[src/rtl/nvr_pkg.sv]
// rtl/nvr_pkg.sv - shared types, widths and default timing constants for the NVR controller
package nvr_pkg;
    localparam int NVR_ADDR_W      = 7;
    localparam int NVR_DATA_W      = 32;
    localparam int NVR_POR_CYC     = 8;
    localparam int NVR_RDY_SETUP   = 2;
    localparam int NVR_PULSE_CYC   = 4;
    localparam int NVR_TIMEOUT_CYC = 4096;

    typedef enum logic [2:0] {
        ST_POR,
        ST_RECALL_INIT,
        ST_IDLE,
        ST_PULSE,
        ST_SETTLE,
        ST_WAIT_RDY,
        ST_RESP
    } nvr_state_e;

    typedef enum logic [1:0] {
        OP_BUS,
        OP_STORE,
        OP_RECALL
    } nvr_op_e;

    // Counter width large enough for the longest interval the shared timer must time.
    function automatic int nvr_cnt_w(input int a, input int b, input int c, input int d);
        int m;
        m = a;
        if (b > m) m = b;
        if (c > m) m = c;
        if (d > m) m = d;
        return $clog2(m) + 1;
    endfunction
endpackage

[src/rtl/nvr_rdy_timer.sv]
// rtl/nvr_rdy_timer.sv - shared down-counter; expire_o is high on the last cycle of a loaded interval
module nvr_rdy_timer #(
    parameter int CNT_W   = 13,
    parameter int RST_LEN = 8
) (
    input  logic             clk,
    input  logic             rst,
    input  logic             load_i,
    input  logic [CNT_W-1:0] len_i,
    output logic             expire_o
);
    logic [CNT_W-1:0] cnt_q;

    // Reset preloads the power-on interval so POR timing starts without a load.
    always_ff @(posedge clk or posedge rst) begin
        if (rst) begin
            cnt_q <= CNT_W'(RST_LEN - 1);
        end else if (load_i) begin
            cnt_q <= len_i - CNT_W'(1);
        end else if (cnt_q != '0) begin
            cnt_q <= cnt_q - CNT_W'(1);
        end
    end

    assign expire_o = (cnt_q == '0);
endmodule

[src/rtl/nvr_ctrl.sv]
// rtl/nvr_ctrl.sv - NVR macro sequencer (POR, power-up recall, word access, store/recall)
// Optional RDY timeout and sticky err flag enabled by defining NVR_TIMEOUT_EN.
module nvr_ctrl
    import nvr_pkg::*;
#(
    parameter int ADDR_W      = NVR_ADDR_W,
    parameter int DATA_W      = NVR_DATA_W,
    parameter int POR_CYC     = NVR_POR_CYC,
    parameter int RDY_SETUP   = NVR_RDY_SETUP,
    parameter int PULSE_CYC   = NVR_PULSE_CYC,
    parameter int TIMEOUT_CYC = NVR_TIMEOUT_CYC
) (
    input  logic              clk,
    input  logic              rst,
    input  logic              req_valid,
    output logic              req_ready,
    input  logic              req_we,
    input  logic [ADDR_W-1:0] req_addr,
    input  logic [DATA_W-1:0] req_wdata,
    output logic              rsp_valid,
    output logic [DATA_W-1:0] rsp_rdata,
    input  logic              store_req,
    input  logic              recall_req,
    output logic              busy,
    output logic              err,
    input  logic              err_clr,
    output logic [ADDR_W-1:0] nvr_a,
    output logic [DATA_W-1:0] nvr_din,
    output logic              nvr_ce,
    output logic              nvr_we,
    output logic              nvr_hs,
    output logic              nvr_hr,
    output logic              nvr_por,
    input  logic [DATA_W-1:0] nvr_dout,
    input  logic              nvr_rdy
);
    localparam int CNT_W = nvr_cnt_w(POR_CYC, PULSE_CYC, RDY_SETUP, TIMEOUT_CYC);

    nvr_state_e        state_q;
    nvr_op_e           op_q;
    logic              pend_rec_q, pend_sto_q;
    logic [ADDR_W-1:0] a_q;
    logic [DATA_W-1:0] din_q, rdata_q;
    logic              wr_q, ce_q, we_pin_q, hs_q, hr_q, por_q, rsp_valid_q;
    logic              take_rec, take_sto, accept;
    logic              tmr_load, tmr_exp;
    logic [CNT_W-1:0]  tmr_len;

    assign req_ready = (state_q == ST_IDLE) && !pend_rec_q && !pend_sto_q;
    assign take_rec  = (state_q == ST_IDLE) && pend_rec_q;
    assign take_sto  = (state_q == ST_IDLE) && !pend_rec_q && pend_sto_q;
    assign accept    = req_ready && req_valid;

    nvr_rdy_timer #(
        .CNT_W  (CNT_W),
        .RST_LEN(POR_CYC)
    ) u_tmr (
        .clk     (clk),
        .rst     (rst),
        .load_i  (tmr_load),
        .len_i   (tmr_len),
        .expire_o(tmr_exp)
    );

    // Timer is loaded on the edge that enters each timed state.
    always_comb begin
        tmr_load = 1'b0;
        tmr_len  = CNT_W'(1);
        case (state_q)
            ST_RECALL_INIT: begin
                tmr_load = 1'b1;
                tmr_len  = CNT_W'(PULSE_CYC);
            end
            ST_IDLE: begin
                if (take_rec || take_sto) begin
                    tmr_load = 1'b1;
                    tmr_len  = CNT_W'(PULSE_CYC);
                end else if (accept) begin
                    tmr_load = 1'b1;
                end
            end
            ST_PULSE: begin
                if (tmr_exp) begin
                    tmr_load = 1'b1;
                    tmr_len  = CNT_W'(RDY_SETUP);
                end
            end
`ifdef NVR_TIMEOUT_EN
            ST_SETTLE: begin
                if (tmr_exp) begin
                    tmr_load = 1'b1;
                    tmr_len  = CNT_W'(TIMEOUT_CYC);
                end
            end
`endif
            default: ;
        endcase
    end

`ifdef NVR_TIMEOUT_EN
    logic err_q;
    assign err = err_q;
`else
    logic unused_err_clr;
    assign unused_err_clr = err_clr;
    assign err = 1'b0;
`endif

    always_ff @(posedge clk or posedge rst) begin
        if (rst) begin
            state_q     <= ST_POR;
            op_q        <= OP_RECALL;
            pend_rec_q  <= 1'b0;
            pend_sto_q  <= 1'b0;
            a_q         <= '0;
            din_q       <= '0;
            rdata_q     <= '0;
            wr_q        <= 1'b0;
            ce_q        <= 1'b0;
            we_pin_q    <= 1'b0;
            hs_q        <= 1'b0;
            hr_q        <= 1'b0;
            por_q       <= 1'b1;
            rsp_valid_q <= 1'b0;
`ifdef NVR_TIMEOUT_EN
            err_q       <= 1'b0;
`endif
        end else begin
            // A pulse arriving on the dispatch cycle is a fresh command, so it survives the clear.
            pend_rec_q  <= (pend_rec_q && !take_rec) || recall_req;
            pend_sto_q  <= (pend_sto_q && !take_sto) || store_req;
            ce_q        <= 1'b0;
            we_pin_q    <= 1'b0;
            rsp_valid_q <= 1'b0;
`ifdef NVR_TIMEOUT_EN
            if (err_clr) err_q <= 1'b0;
`endif
            case (state_q)
                ST_POR: begin
                    if (tmr_exp) begin
                        por_q   <= 1'b0;
                        state_q <= ST_RECALL_INIT;
                    end
                end
                ST_RECALL_INIT: begin
                    hr_q    <= 1'b1;
                    op_q    <= OP_RECALL;
                    state_q <= ST_PULSE;
                end
                ST_IDLE: begin
                    if (take_rec) begin
                        hr_q    <= 1'b1;
                        op_q    <= OP_RECALL;
                        state_q <= ST_PULSE;
                    end else if (take_sto) begin
                        hs_q    <= 1'b1;
                        op_q    <= OP_STORE;
                        state_q <= ST_PULSE;
                    end else if (accept) begin
                        a_q      <= req_addr;
                        din_q    <= req_wdata;
                        wr_q     <= req_we;
                        ce_q     <= 1'b1;
                        we_pin_q <= req_we;
                        op_q     <= OP_BUS;
                        state_q  <= ST_PULSE;
                    end
                end
                ST_PULSE: begin
                    if (tmr_exp) begin
                        hs_q    <= 1'b0;
                        hr_q    <= 1'b0;
                        state_q <= ST_SETTLE;
                    end
                end
                ST_SETTLE: begin
                    if (tmr_exp) state_q <= ST_WAIT_RDY;
                end
                ST_WAIT_RDY: begin
                    if (nvr_rdy) begin
                        if (op_q == OP_BUS) begin
                            if (!wr_q) rdata_q <= nvr_dout;
                            rsp_valid_q <= 1'b1;
                            state_q     <= ST_RESP;
                        end else begin
                            state_q <= ST_IDLE;
                        end
                    end
`ifdef NVR_TIMEOUT_EN
                    else if (tmr_exp) begin
                        err_q   <= 1'b1;
                        state_q <= ST_RESP;
                        if (op_q == OP_BUS) begin
                            rdata_q     <= '0;
                            rsp_valid_q <= 1'b1;
                        end
                    end
`endif
                end
                ST_RESP: state_q <= ST_IDLE;
                default: state_q <= ST_POR;
            endcase
        end
    end

    assign busy      = (state_q != ST_IDLE) || pend_rec_q || pend_sto_q;
    assign rsp_valid = rsp_valid_q;
    assign rsp_rdata = rdata_q;
    assign nvr_a     = a_q;
    assign nvr_din   = din_q;
    assign nvr_ce    = ce_q;
    assign nvr_we    = we_pin_q;
    assign nvr_hs    = hs_q;
    assign nvr_hr    = hr_q;
    assign nvr_por   = por_q;
endmodule

[config.mk]
export PLATFORM = sky130hd
export DESIGN_NAME = nvr_ctrl
export DESIGN_NICKNAME = d
export VERILOG_FILES = /design/src/rtl/nvr_pkg.sv /design/src/rtl/nvr_rdy_timer.sv /design/src/rtl/nvr_ctrl.sv
export SDC_FILE = /design/constraint.sdc
export NUM_CORES = 1
export LEC_CHECK = 0
export ABC_AREA = 1
export BUFFER_PORTS_ARGS = -buffer_cell sky130_fd_sc_hd__buf_2
export CAP_MARGIN = 20
export CELL_PAD_IN_SITES_DETAIL_PLACEMENT = 2
export CELL_PAD_IN_SITES_GLOBAL_PLACEMENT = 2
export CORE_UTILIZATION = 28
export DETAILED_ROUTE_END_ITERATION = 7
export MAX_ROUTING_LAYER = met4
export PLACE_DENSITY = 0.86
export REMOVE_ABC_BUFFERS = 1
export SKIP_LAST_GASP = 1
export SLEW_MARGIN = 20
export SYNTH_ARGS = -nofsm -noshare
export SYNTH_HDL_FRONTEND = slang
export SYNTH_SLANG_ARGS = --single-unit
[constraint.sdc]
create_clock -name clk -period 3.4 [get_ports clk]
set_input_delay 0.17 -clock clk [delete_from_list [all_inputs] [get_ports clk]]
set_output_delay 0.17 -clock clk [all_outputs]
set_load 0.01 [all_outputs]
Word-level counts from Yosys, hierarchy flattened

Cells that the tools add are included.

Add/sub/neg operators: 2
Reductions and logical operators: 31
Bitwise operators: 3
Mux-type cells: 38
Eq/ne operators: 15

Operators with widths:

| operator                                             | count |
|---|---|
| 2-to-1 mux 3 bit                                     | 9 |
| 2-to-1 mux 13 bit                                    | 2 |
| case mux 3 bit (7 select lines)                      | 1 |
| 2-to-1 mux 1 bit                                     | 17 |
| inequality test 2 bit (second input constant)        | 7 |
| zero test 13 bit                                     | 1 |
| nonzero test 13 bit                                  | 1 |
| subtractor 13 x 1 -> 13 bit (second input constant)  | 1 |
| AND reduction 4 bit                                  | 3 |
| equality test 3 bit (second input constant)          | 3 |
| case mux 3 bit (3 select lines)                      | 1 |
| 2-to-1 mux 2 bit                                     | 4 |
| logical AND 1 bit                                    | 7 |
| equality test 3 x 2 -> 1 bit (second input constant) | 2 |
| case mux 1 bit (3 select lines)                      | 2 |
| nonzero test 2 bit                                   | 3 |
| logical OR 1 bit                                     | 5 |
| AND reduction 5 bit                                  | 1 |
| zero test 1 bit                                      | 4 |
| inequality test 4 bit (second input constant)        | 1 |
| case mux 2 bit (2 select lines)                      | 1 |
| AND reduction 2 bit                                  | 2 |
| subtractor 3 x 1 -> 4 bit (second input constant)    | 1 |
| equality test 3 x 1 -> 1 bit (second input constant) | 1 |
| 7 further kinds                                      | 9 |

Output and inout bits: 80
Register bits: 98
Input port bits: 79
Logic and storage cells: 104

Longest topological paths before layout

Gate-level depths: netlist of run 1.

Word-level depth: 8
Mapped depth: 11
Depth with buffers taken out: 11

Modules after synthesis

Synthesis of run 1 repeated with hierarchy kept, for this count alone.

Cell total of the unflattened synthesis: 571
Area, all modules: 4600.7 sq um

Modules (own cells, without submodules):

| module        | cells each | seq. area each (sq um) | instances | area each (sq um) |
|---|---|---|---|---|
| nvr_ctrl      | 399        | 2129.5                 | 1         | 3563.4 |
| nvr_rdy_timer | 172        | 329.1                  | 1         | 1037.2 |

Worst setup path before layout of run 1

No wires, ideal clock.

Path kind: flip-flop to flip-flop
From: register u_tmr.cnt_q[0]
To: register u_tmr.cnt_q[2]
Setup time: 0.073 ns
Required time: 3.327 ns
Cell stages (with the launch flop): 12
Path slack: 1.685 ns
Period minus slack after synthesis: 1.715 ns
Path buffers: 0
Data arrival time: 1.642 ns
Path through: dfstp_2 inv_1 ha_1 nand3_1 inv_1 nand3_2 nand2_1 ha_1 nand3b_1 nand2_1 nand2_1 a21oi_1

Longest elaborated chain between the ends: 5
Elaborated cells on any way between the ends: 11
Those cells by class: add/sub: 2; mux: 6; reduce/logical: 3

Ends and longest elaborated chain:

| item                            | RTL line            | RTL |
|---|---|---|
| start, declared                 | nvr_rdy_timer.sv:12 | `logic [CNT_W-1:0] cnt_q;` |
| start signal, assigned          | nvr_rdy_timer.sv:17 | `cnt_q <= CNT_W'(RST_LEN - 1);` |
| start signal, assigned          | nvr_rdy_timer.sv:19 | `cnt_q <= len_i - CNT_W'(1);` |
| start signal, assigned          | nvr_rdy_timer.sv:21 | `cnt_q <= cnt_q - CNT_W'(1);` |
| zero test 13 bit                | nvr_rdy_timer.sv:25 | `assign expire_o = (cnt_q == '0);` |
| 2-to-1 mux 2 bit                | nvr_ctrl.sv:83      | `if (tmr_exp) begin` |
| case mux 3 bit (3 select lines) | nvr_ctrl.sv:69      | `case (state_q)` |
| subtractor 3 x 1 -> 4 bit       | nvr_rdy_timer.sv:19 |  |
| 2-to-1 mux 13 bit               | nvr_rdy_timer.sv:18 | `end else if (load_i) begin` |

Parallel ways exist; a longest one is shown, timed or not. The select of a mux whose other input is x is not followed.
A chain may end at the register's enable or synchronous reset.

Worst setup path after layout of run 1

From: register state_q[2]
To: register wr_q

Longest elaborated chain between the ends: 5
Elaborated cells on any way between the ends: 9
Those cells by class: eq/ne: 1; bitwise: 2; reduce/logical: 6

Ends and longest elaborated chain:

| item                                                  | RTL line                       | RTL |
|---|---|---|
| start, declared                                       | nvr_ctrl.sv:39                 | `nvr_state_e state_q;` |
| start signal, assigned                                | nvr_ctrl.sv:111                | `state_q <= ST_POR;` |
| start signal, assigned                                | nvr_ctrl.sv:142                | `state_q <= ST_RECALL_INIT;` |
| start signal, assigned                                | nvr_ctrl.sv:148                | `state_q <= ST_PULSE;` |
| equality test 3 x 2 -> 1 bit (*)                      | --                             |  |
| logical AND 1 bit                                     | nvr_ctrl.sv:49, nvr_ctrl.sv:51 |  |
| logical AND 1 bit (on tied branches)                  | nvr_ctrl.sv:49, nvr_ctrl.sv:51 |  |
| logical AND 1 bit / NOT 1 bit (equally long branches) | --                             |  |
| AND reduction 4 bit (no source line) (*)              | --                             |  |
| end signal, assigned                                  | nvr_ctrl.sv:162                | `wr_q <= req_we;` |
| end, declared                                         | nvr_ctrl.sv:44                 | `logic wr_q, ce_q, we_pin_q, hs_q, hr_q, por_q, rsp_valid_q;` |

Every way passes the cells marked *; elsewhere a longest branch is shown, timed or not.

==> results of run 1 <==
-- critical path, cell delays in order, from the launching register on --
cell	delay, ns
dfrtp_1	0.48
nor3_4	0.31
nand3_4	0.18
buf_4	0.31
inv_2	0.58
nand2_1	0.15
o21ai_0	0.11
-- placed cells by master, fill, tap and decap left out, types with 3 or more instances in the layout --
master,n
dfstp_2,5
inv_2,5
nand2_1,226
buf_2,156
buf_4,5
ha_1,3
nor3_1,4
xor2_1,4
inv_1,36
a211oi_1,3
dfrtp_1,93
o21ai_0,4
clkbuf_16,9
a21oi_1,4
nand4_1,9
nor2_1,23
nand3_1,43
-- where the power goes --
part / total [W] / internal, W / switching (W)
logic: 0.00125 / 0.000432 / 0.000814
clock network: 0.00101 / 0.000577 / 0.000437
registers: 0.00154 / 0.00139 / 0.000149
-- per-stage QoR --
step | cells | area (µm²)
after floorplan | 485 | 4170
after global placement | 830 | 5220
after global routing | 844 | 5510
final | 844 | 5510
after detailed placement | 830 | 5220
after CTS | 844 | 5510
-- logic make-up after synthesis --
| family | synth area share |
|---|---|
| AND/OR/NAND/NOR | 0.314 |
| flip-flops | 0.573 |
| buffers and inverters | 0.0662 |
| AO/OA/AOI/OAI | 0.0294 |
| XOR/XNOR | 0.00816 |
| adder cells (fa/ha/maj) | 0.00875 |
| other | 0.000874 |
-- metal layers --
metal | global-route usage | part of all wire | vias to the layer above
li1 | - | - | 1871
met1 | 0.216 | 0.40 | 2018
met2 | 0.347 | 0.53 | 90
met3 | 0.0395 | 0.046 | 24
met4 | 0.0687 | 0.020 | 0
met5 | - | 0 | -
-- repair_timing --
item / CTS / global route
endpoints found under the setup margin: 0 / 0
hold endpoints to repair: 1 / 0
hold buffers: 1 / 0
-- path summary, 6_finish.rpt --
check,from,cells after the start,slack [ns],endpoint
setup / recovery,state_q[2]$_DFFE_PP0P_,6,1.17,wr_q$_DFFE_PP0P_
hold / removal,rst,2,0.01,state_q[0]$_DFFE_PP0P_
setup reg to reg,state_q[2]$_DFFE_PP0P_,6,1.17,wr_q$_DFFE_PP0P_
hold reg to reg,nvr_por$_DFFE_PP1P_,2,0.46,nvr_por$_DFFE_PP1P_
max in group asynchronous,rst,3,2.60,rsp_rdata[20]$_DFFE_PP0P_
min in group clk,req_addr[5],3,0.01,nvr_a[5]$_DFFE_PP0P_
-- state kept, by name, indices dropped and copies added (netlist names) --
register     flops
u_tmr.cnt_q     13
nvr_hs           1
nvr_hr           1
nvr_din         32
state_q          3
wr_q             1
pend_sto_q       1
pend_rec_q       1
rsp_rdata       32
nvr_ce           1
nvr_a            7
nvr_por          1
nvr_we           1
op_q             2
rsp_valid        1
-- area by class of cell --
class,count,area [µm²],area share
clock inverters,3,42.5,0.00772
inverters,43,164,0.0297
clock buffers,10,239,0.0434
well taps,184,230,0.0418
flip-flops and latches,98,2460,0.446
multi-input cells,344,1550,0.281
repair buffers,162,828,0.150
==> impl_metrics.tcl, run 1 <==
set metrics [dict create \
    io_buffer_count 156 \
    path_max_fanout 42 \
    drive_gt1_frac 0.295 \
    finalMaxSlewViolations 0 \
    cts_resized 0 \
    fin_hold_ws_ns 0.0109 \
    critPathKind "flop to flop" \
    synth_area_um2 4290 \
    rsz0062_at_grt "false" \
    fin_skew_ns 0.00650 \
    fin_ws_ns 1.17 \
    ioPinCount 159 \
    syn_inst 503 \
    finalCriticalPeriod_ns 2.23 \
    fin_crit_sh 0.654 \
    h-tree-depth 3 \
    core-area_um2 14800 \
    dp_hpwl_mm 10.4 \
    avgSynthCellArea_um2 8.53 \
    p_per_area_nw_per_um2 690 \
    slew-limit-headroom 0.404 \
    irDropWorstVdd_mv 0.282 \
    num_vias 4003 \
    place_ws_ns 1.11 \
    synth_seq_cells 98 \
    drcViolationCount 0 \
    fin_setup_tns_ns 0 \
    utilization 0.374 \
    setup_violations 0 \
    grt_max_degree 70 \
    detail_route.wl_per_cell_um 16.7 \
    antenna_found_initial 0 \
    routed_wl_mm 14.1 \
    cts.sinks 98 \
    die_y_um 126 \
    clkLatencyLatePin_ns 0.35 \
    worst_ep_required_time_ns 3.66 \
    worst_slew_pin_slew_ns 0.894 \
    num_rows 44 \
    total_power_w 0.00380 \
    routed_via_density 4.74 \
    synth_top_area_share 0.542 \
    start_util 0.291 \
    fmax_mhz 449 \
    grt_pass1_vias 4587 \
    area_delta_synth_final_pct 28.4 \
    overflow 0 \
    cts_tree "yes" \
    n_antenna_cell 0 \
    synth_flop_cell "dfrtp_1" \
    grt_util_all_layers 0.195 \
    max-cap-violations 0 \
    cts.path.max_buffers 2 \
    yosys-top-cells-area "dfrtp_1 (54%), nand2_1 (20%), nand3_1 (5.0%)" \
    p_leak_nw 3.35 \
    crit_path_end_kind "flop" \
    die_w_um 126 \
    cts_made_buffers 9 \
    yosysMostFrequentCell "nand2_1" \
    ys_seq_area_frac 0.573 \
    dr.pass1.iters 4 \
    status "finished clean" \
    hold_class "primary input to async pin" \
    initialDrtViolationCount 115 \
    async_reset_ff_frac 1.00 \
    place_congestion 0.746 \
    ant_nets 0 \
    hold_violations 0 \
    yosysWarnings 0 \
    worst-endpoint-arrival_ns 2.49 \
    nets 740 \
    clockRootBuffer "clkbuf_16" \
    synth_common_cells "nand2_1 (226), dfrtp_1 (93), nand3_1 (43), inv_1 (37), nor2_1 (23)" \
    cts.clk_slew.worst_paths_ns 0.06 \
    critPathLaunchType "flop" \
    synth-edff-count 0 \
    postCtsSetupBuffers 0 \
    yosysTopAreaCell "dfrtp_1" \
    n_fill_cell 1689 \
    die_area_um2 15800 \
    ys_types 36 \
    grt_first_pass_wirelength_mm 23.4 \
]
Power figures use the tool's default switching activity.
==> run 2, diff against run 1 <==
- clock period: 3.4 -> 2.17 ns (I/O delays scaled with it)
==> impl_metrics.tcl, run 2 (synthesis gave the netlist of run 1 again) <==
set metrics [dict create \
    critical_path_depth 11 \
    status "finished clean" \
    dp.cells 832 \
    drive_gt1_frac 0.273 \
    die_y_um 126 \
    area_delta_synth_final_pct 44.2 \
    overflow 0 \
    finalMaxSlewViolations 0 \
    postCtsSetupBuffers 0 \
    detail_route.wl_per_cell_um 19.1 \
    path_cells "inv_1 > ha_1 > nand3_1 > inv_1 > nand3_2 > nand2_1 > ha_1 > nand3b_1 > nand2_1 > nand2_1 > a21oi_1" \
    clockRootBuffer "clkbuf_16" \
    rsz0062_at_grt "false" \
    critPathTopFamily "simple AND/OR/NAND/NOR gates" \
    cts.sinks 98 \
    whs_path_depth 3 \
    routed_wl_mm 17.4 \
    n_fill_cell 1670 \
    hold_violations 0 \
    setup_violations 0 \
    ff_latch_area_um2 2460 \
    fin_ws_ns 0.182 \
    routed_via_density 4.78 \
    initialDrtViolationCount 104 \
    cts.hold.buffers_added 63 \
    dr.pass1.iters 4 \
    dp_hpwl_mm 10.4 \
    num_rows 44 \
    drcViolationCount 0 \
    slew-limit-headroom 0.523 \
    place_ws_ns 0.285 \
    crit_path_top_delay_cell "dfstp_2" \
    hold_class "primary input to flop" \
    layout_common_cells "nand2_1 (226), buf_2 (156), dfrtp_1 (93)" \
    antenna_found_initial 1 \
    multi_input_area_um2 1550 \
    worst_ep_required_time_ns 2.45 \
    core-area_um2 14800 \
    dpl-instance-area_um2 5260 \
    fin_crit_sh 0.916 \
    crit_path_end_kind "flop" \
    pwr-share-comb 0.341 \
    start_util 0.291 \
    layout.cells.non_filler 911 \
    p_leak_nw 3.63 \
    grt_pass1_vias 5114 \
    switching_power_w 0.00236 \
    io_buffer_count 156 \
    cts_made_buffers 9 \
    clkLatencyLatePin_ns 0.36 \
    fmax_mhz 503 \
    num_vias 4356 \
    fin_area_um2 6190 \
    grt_first_pass_wirelength_mm 27.7 \
    grt_max_degree 50 \
    cts_resized 0 \
    finalCriticalPeriod_ns 1.99 \
    nets 804 \
    p_int_w 0.00386 \
    p_per_area_nw_per_um2 1010 \
    ant_nets 0 \
    critPathBufInv 2 \
    die_area_um2 15800 \
    pwr-share-clk 0.268 \
    irDropWorstVdd_mv 0.466 \
    cpMostUsedCell "nand2_1" \
    fin_skew_ns 0.0103 \
    cts.clk_slew.worst_paths_ns 0.07 \
    die_w_um 126 \
    seqPwrFrac 0.390 \
    p_sw_frac 0.379 \
    max-cap-violations 0 \
    h-tree-depth 3 \
    critPathLaunchType "flop" \
    place_congestion 0.820 \
    ioPinCount 159 \
    grt_util_all_layers 0.239 \
    max_stage_delay_ns 0.53 \
    cts.path.max_buffers 2 \
    cts_tree "yes" \
    rr_worst_depth 11 \
    worst-endpoint-arrival_ns 2.27 \
    path_max_fanout 5 \
    worst_slew_pin_slew_ns 0.711 \
    final_common_cell "nand2_1" \
    critPathKind "flop to flop" \
]
## run 2: cell types whose count changed in the layout (fill, tap and decap cells not counted)
cell / delta
clkbuf_1: +1
dlygate4sd3_1: +62
diode_2: +1
buf_12: +2
inv_6: +1
## run 2: power by group through the flow
stage	Clock, W	Combinational, W	Sequential (W)
after global placement	0	0.00184	0.00241
after detailed placement	0	0.00199	0.00244
after CTS	0.00170	0.00210	0.00241
after floorplan	0	0.00121	0.00247
final	0.00167	0.00212	0.00243
after global routing	0.00178	0.00237	0.00247
## run 2: worst reg2reg max path, stage by stage, from the launching register on
cell      delay, ns
dfstp_2        0.53
inv_1          0.10
ha_1           0.25
nand3_1        0.09
inv_1          0.07
nand3_2        0.14
nand2_1        0.10
ha_1           0.21
nand3b_1       0.17
nand2_1        0.09
nand2_1        0.05
a21oi_1        0.13
## run 2: final timing paths
path | from | to | slack, ns
hold / removal | nvr_dout[30] | rsp_rdata[30]$_DFFE_PP0P_ | 0.01
setup reg to reg | u_tmr.cnt_q[0]$_DFFE_PP1P_ | u_tmr.cnt_q[2]$_DFFE_PP1P_ | 0.18
hold reg to reg | nvr_por$_DFFE_PP1P_ | nvr_por$_DFFE_PP1P_ | 0.46
max in group asynchronous | rst | nvr_din[6]$_DFFE_PP0P_ | 1.18
min in group asynchronous | rst | pend_rec_q$_DFF_PP0_ | 0.24
setup / recovery | u_tmr.cnt_q[0]$_DFFE_PP1P_ | u_tmr.cnt_q[2]$_DFFE_PP1P_ | 0.18
## run 2: metrics by stage
step	total power, W	setup TNS, ns	util	hold WS (ns)
final	0.00622	0	0.419	0.00981
after global routing	0.00662	0	0.419	0.0140
after CTS	0.00621	0	0.419	0.000118
after detailed placement	0.00443	0	0.357	0.0710
after global placement	0.00425	0	0.357	0.0701
after floorplan	0.00368	-45.78	-	0.201
## run 2: final cells by class
class,count,area share
Multi-Input combinational cell,344,0.250
Clock buffer,11,0.0392
Timing Repair Buffer,226,0.241
Antenna cell,1,0.000404
Inverter,43,0.0265
Tap cell,184,0.0372
Clock inverter,4,0.00829
Sequential cell,98,0.397
## run 2: metal layers
metal,GRT usage,vias up,wire length (µm)
li1,-,2004,-
met1,0.244,2184,6470
met2,0.437,126,9650
met3,0.0408,42,611
met4,0.126,0,638
met5,-,-,0
==> run 3, diff against run 2 <==
- BUFFER_PORTS_ARGS: -buffer_cell sky130_fd_sc_hd__buf_2 -> -buffer_cell sky130_fd_sc_hd__clkbuf_2
- RECOVER_POWER: unset -> 25
==> impl_metrics.tcl, run 3 (synthesis gave the netlist of run 1 again) <==
set metrics [dict create \
    status "finished clean" \
    crit_path_end_kind "flop" \
    die_area_um2 15800 \
    h-tree-depth 3 \
    layout_common_cells "nand2_1 (225), clkbuf_2 (156), dfrtp_1 (93)" \
    fmax_mhz 489 \
    place_ws_ns 0.234 \
    cts.path.max_buffers 2 \
    die_y_um 126 \
    n_fill_cell 1669 \
    grt_first_pass_wirelength_mm 28.7 \
    slew-limit-headroom 0.183 \
    routed_wl_mm 17.9 \
    fin_ws_ns 0.127 \
    initialDrtViolationCount 130 \
    num_vias 4365 \
    core-area_um2 14800 \
    num_rows 44 \
    dr.pass1.iters 4 \
    clockRootBuffer "clkbuf_16" \
    worst_slew_pin_slew_ns 1.22 \
    cts_made_buffers 9 \
    start_util 0.291 \
    overflow 0 \
    p_per_area_nw_per_um2 1040 \
    dp.cells 832 \
    fin_crit_sh 0.942 \
    dp_hpwl_mm 10.2 \
    antenna_found_initial 1 \
    grt_max_degree 49 \
    finalMaxSlewViolations 0 \
    cts.sinks 98 \
    max-cap-violations 0 \
    worst_ep_required_time_ns 2.45 \
    p_leak_nw 3.57 \
    irDropWorstVdd_mv 0.416 \
    critPathLaunchType "flop" \
    ant_nets 0 \
    critPathKind "flop to flop" \
    die_w_um 126 \
    finalCriticalPeriod_ns 2.04 \
    drcViolationCount 0 \
    routed_via_density 4.80 \
    path_max_fanout 5 \
    fin_skew_ns 0.00784 \
    worst-endpoint-arrival_ns 2.33 \
    nets 802 \
    ioPinCount 159 \
    area_delta_synth_final_pct 44.1 \
    drive_gt1_frac 0.274 \
    layout.cells.non_filler 910 \
    setup_violations 0 \
    cts.clk_slew.worst_paths_ns 0.07 \
    detail_route.wl_per_cell_um 19.7 \
    hold_violations 0 \
    clkLatencyLatePin_ns 0.35 \
    io_buffer_count 156 \
    hold_class "primary input to flop" \
    final_common_cell "nand2_1" \
    cts_tree "yes" \
    grt_pass1_vias 5219 \
    grt_util_all_layers 0.245 \
    place_congestion 0.799 \
]
==> run 3: cell count changes in the layout (fill, tap and decap cells not counted), moves of 2 or more <==
cell and delta:
clkbuf_2 +156, clkbuf_1 +2, buf_2 -156, dlygate4sd3_1 -2
==> run 3: cell type report <==
cell class / count / area (µm²) / share of cell area
Inverter: 43 / 163 / 0.0263
Antenna cell: 1 / 2.50 / 0.000405
Tap cell: 184 / 230 / 0.0372
Sequential cell: 98 / 2460 / 0.398
Clock inverter: 4 / 76.3 / 0.0123
Multi-Input combinational cell: 344 / 1560 / 0.252
Timing Repair Buffer: 224 / 1460 / 0.235
Clock buffer: 12 / 236 / 0.0382
==> run 3: worst paths after layout <==
kind,startpoint,end,slack (ns),depth (start not counted)
worst min register to register,nvr_por$_DFFE_PP1P_,nvr_por$_DFFE_PP1P_,0.46,2
worst max-delay path,u_tmr.cnt_q[0]$_DFFE_PP1P_,u_tmr.cnt_q[2]$_DFFE_PP1P_,0.13,11
worst min-delay path,nvr_dout[23],rsp_rdata[23]$_DFFE_PP0P_,0.01,3
worst max register to register,u_tmr.cnt_q[0]$_DFFE_PP1P_,u_tmr.cnt_q[2]$_DFFE_PP1P_,0.13,11
max in group asynchronous,rst,nvr_din[23]$_DFFE_PP0P_,0.33,4
min in group asynchronous,rst,state_q[1]$_DFFE_PP0P_,0.53,3
==> run 3: critical path, cell delays in order (launching register included) <==
cell,delay (ns)
dfstp_2,0.57
inv_1,0.10
ha_1,0.24
nand3_1,0.09
inv_1,0.09
nand3_4,0.14
nand2_2,0.09
ha_2,0.20
nand3b_1,0.16
nand2_1,0.08
nand2_1,0.06
a21oi_1,0.14
==> run 3: stage by stage <==
step / hold WS [ns] / TNS (ns) / util / area, µm² / total power [W]
after floorplan: 0.201 / -45.78 / - / 4170 / 0.00368
after global placement: 0.103 / 0 / 0.357 / 5260 / 0.00424
after detailed placement: 0.108 / 0 / 0.357 / 5260 / 0.00442
after CTS: 0.000464 / 0 / 0.419 / 6180 / 0.00633
after global routing: 0.0154 / -0.0376 / 0.419 / 6180 / 0.00682
final: 0.0110 / 0 / 0.419 / 6180 / 0.00641
==> run 3: layer usage <==
layer	up-vias	routed length [µm]	GRT usage
met5	-	0	-
met4	0	665	0.120
met3	43	630	0.0421
met2	123	9780	0.458
met1	2197	6800	0.246
li1	2002	-	-
==> run 3: power breakdown <==
group	leakage [nW]	switching [W]	total, W	internal (W)
combinational	2.10	0.00144	0.00220	0.000766
clock	0.147	0.000747	0.00176	0.00102
sequential	1.32	0.000266	0.00244	0.00218
total	3.57	0.00245	0.00641	0.00396
==> run 3: timing repair <==
item,CTS,global route
buffers inserted,0,0
endpoints found under the setup margin,0,1
hold endpoints to repair,81,0
hold buffers,61,0
resized for setup,0,3
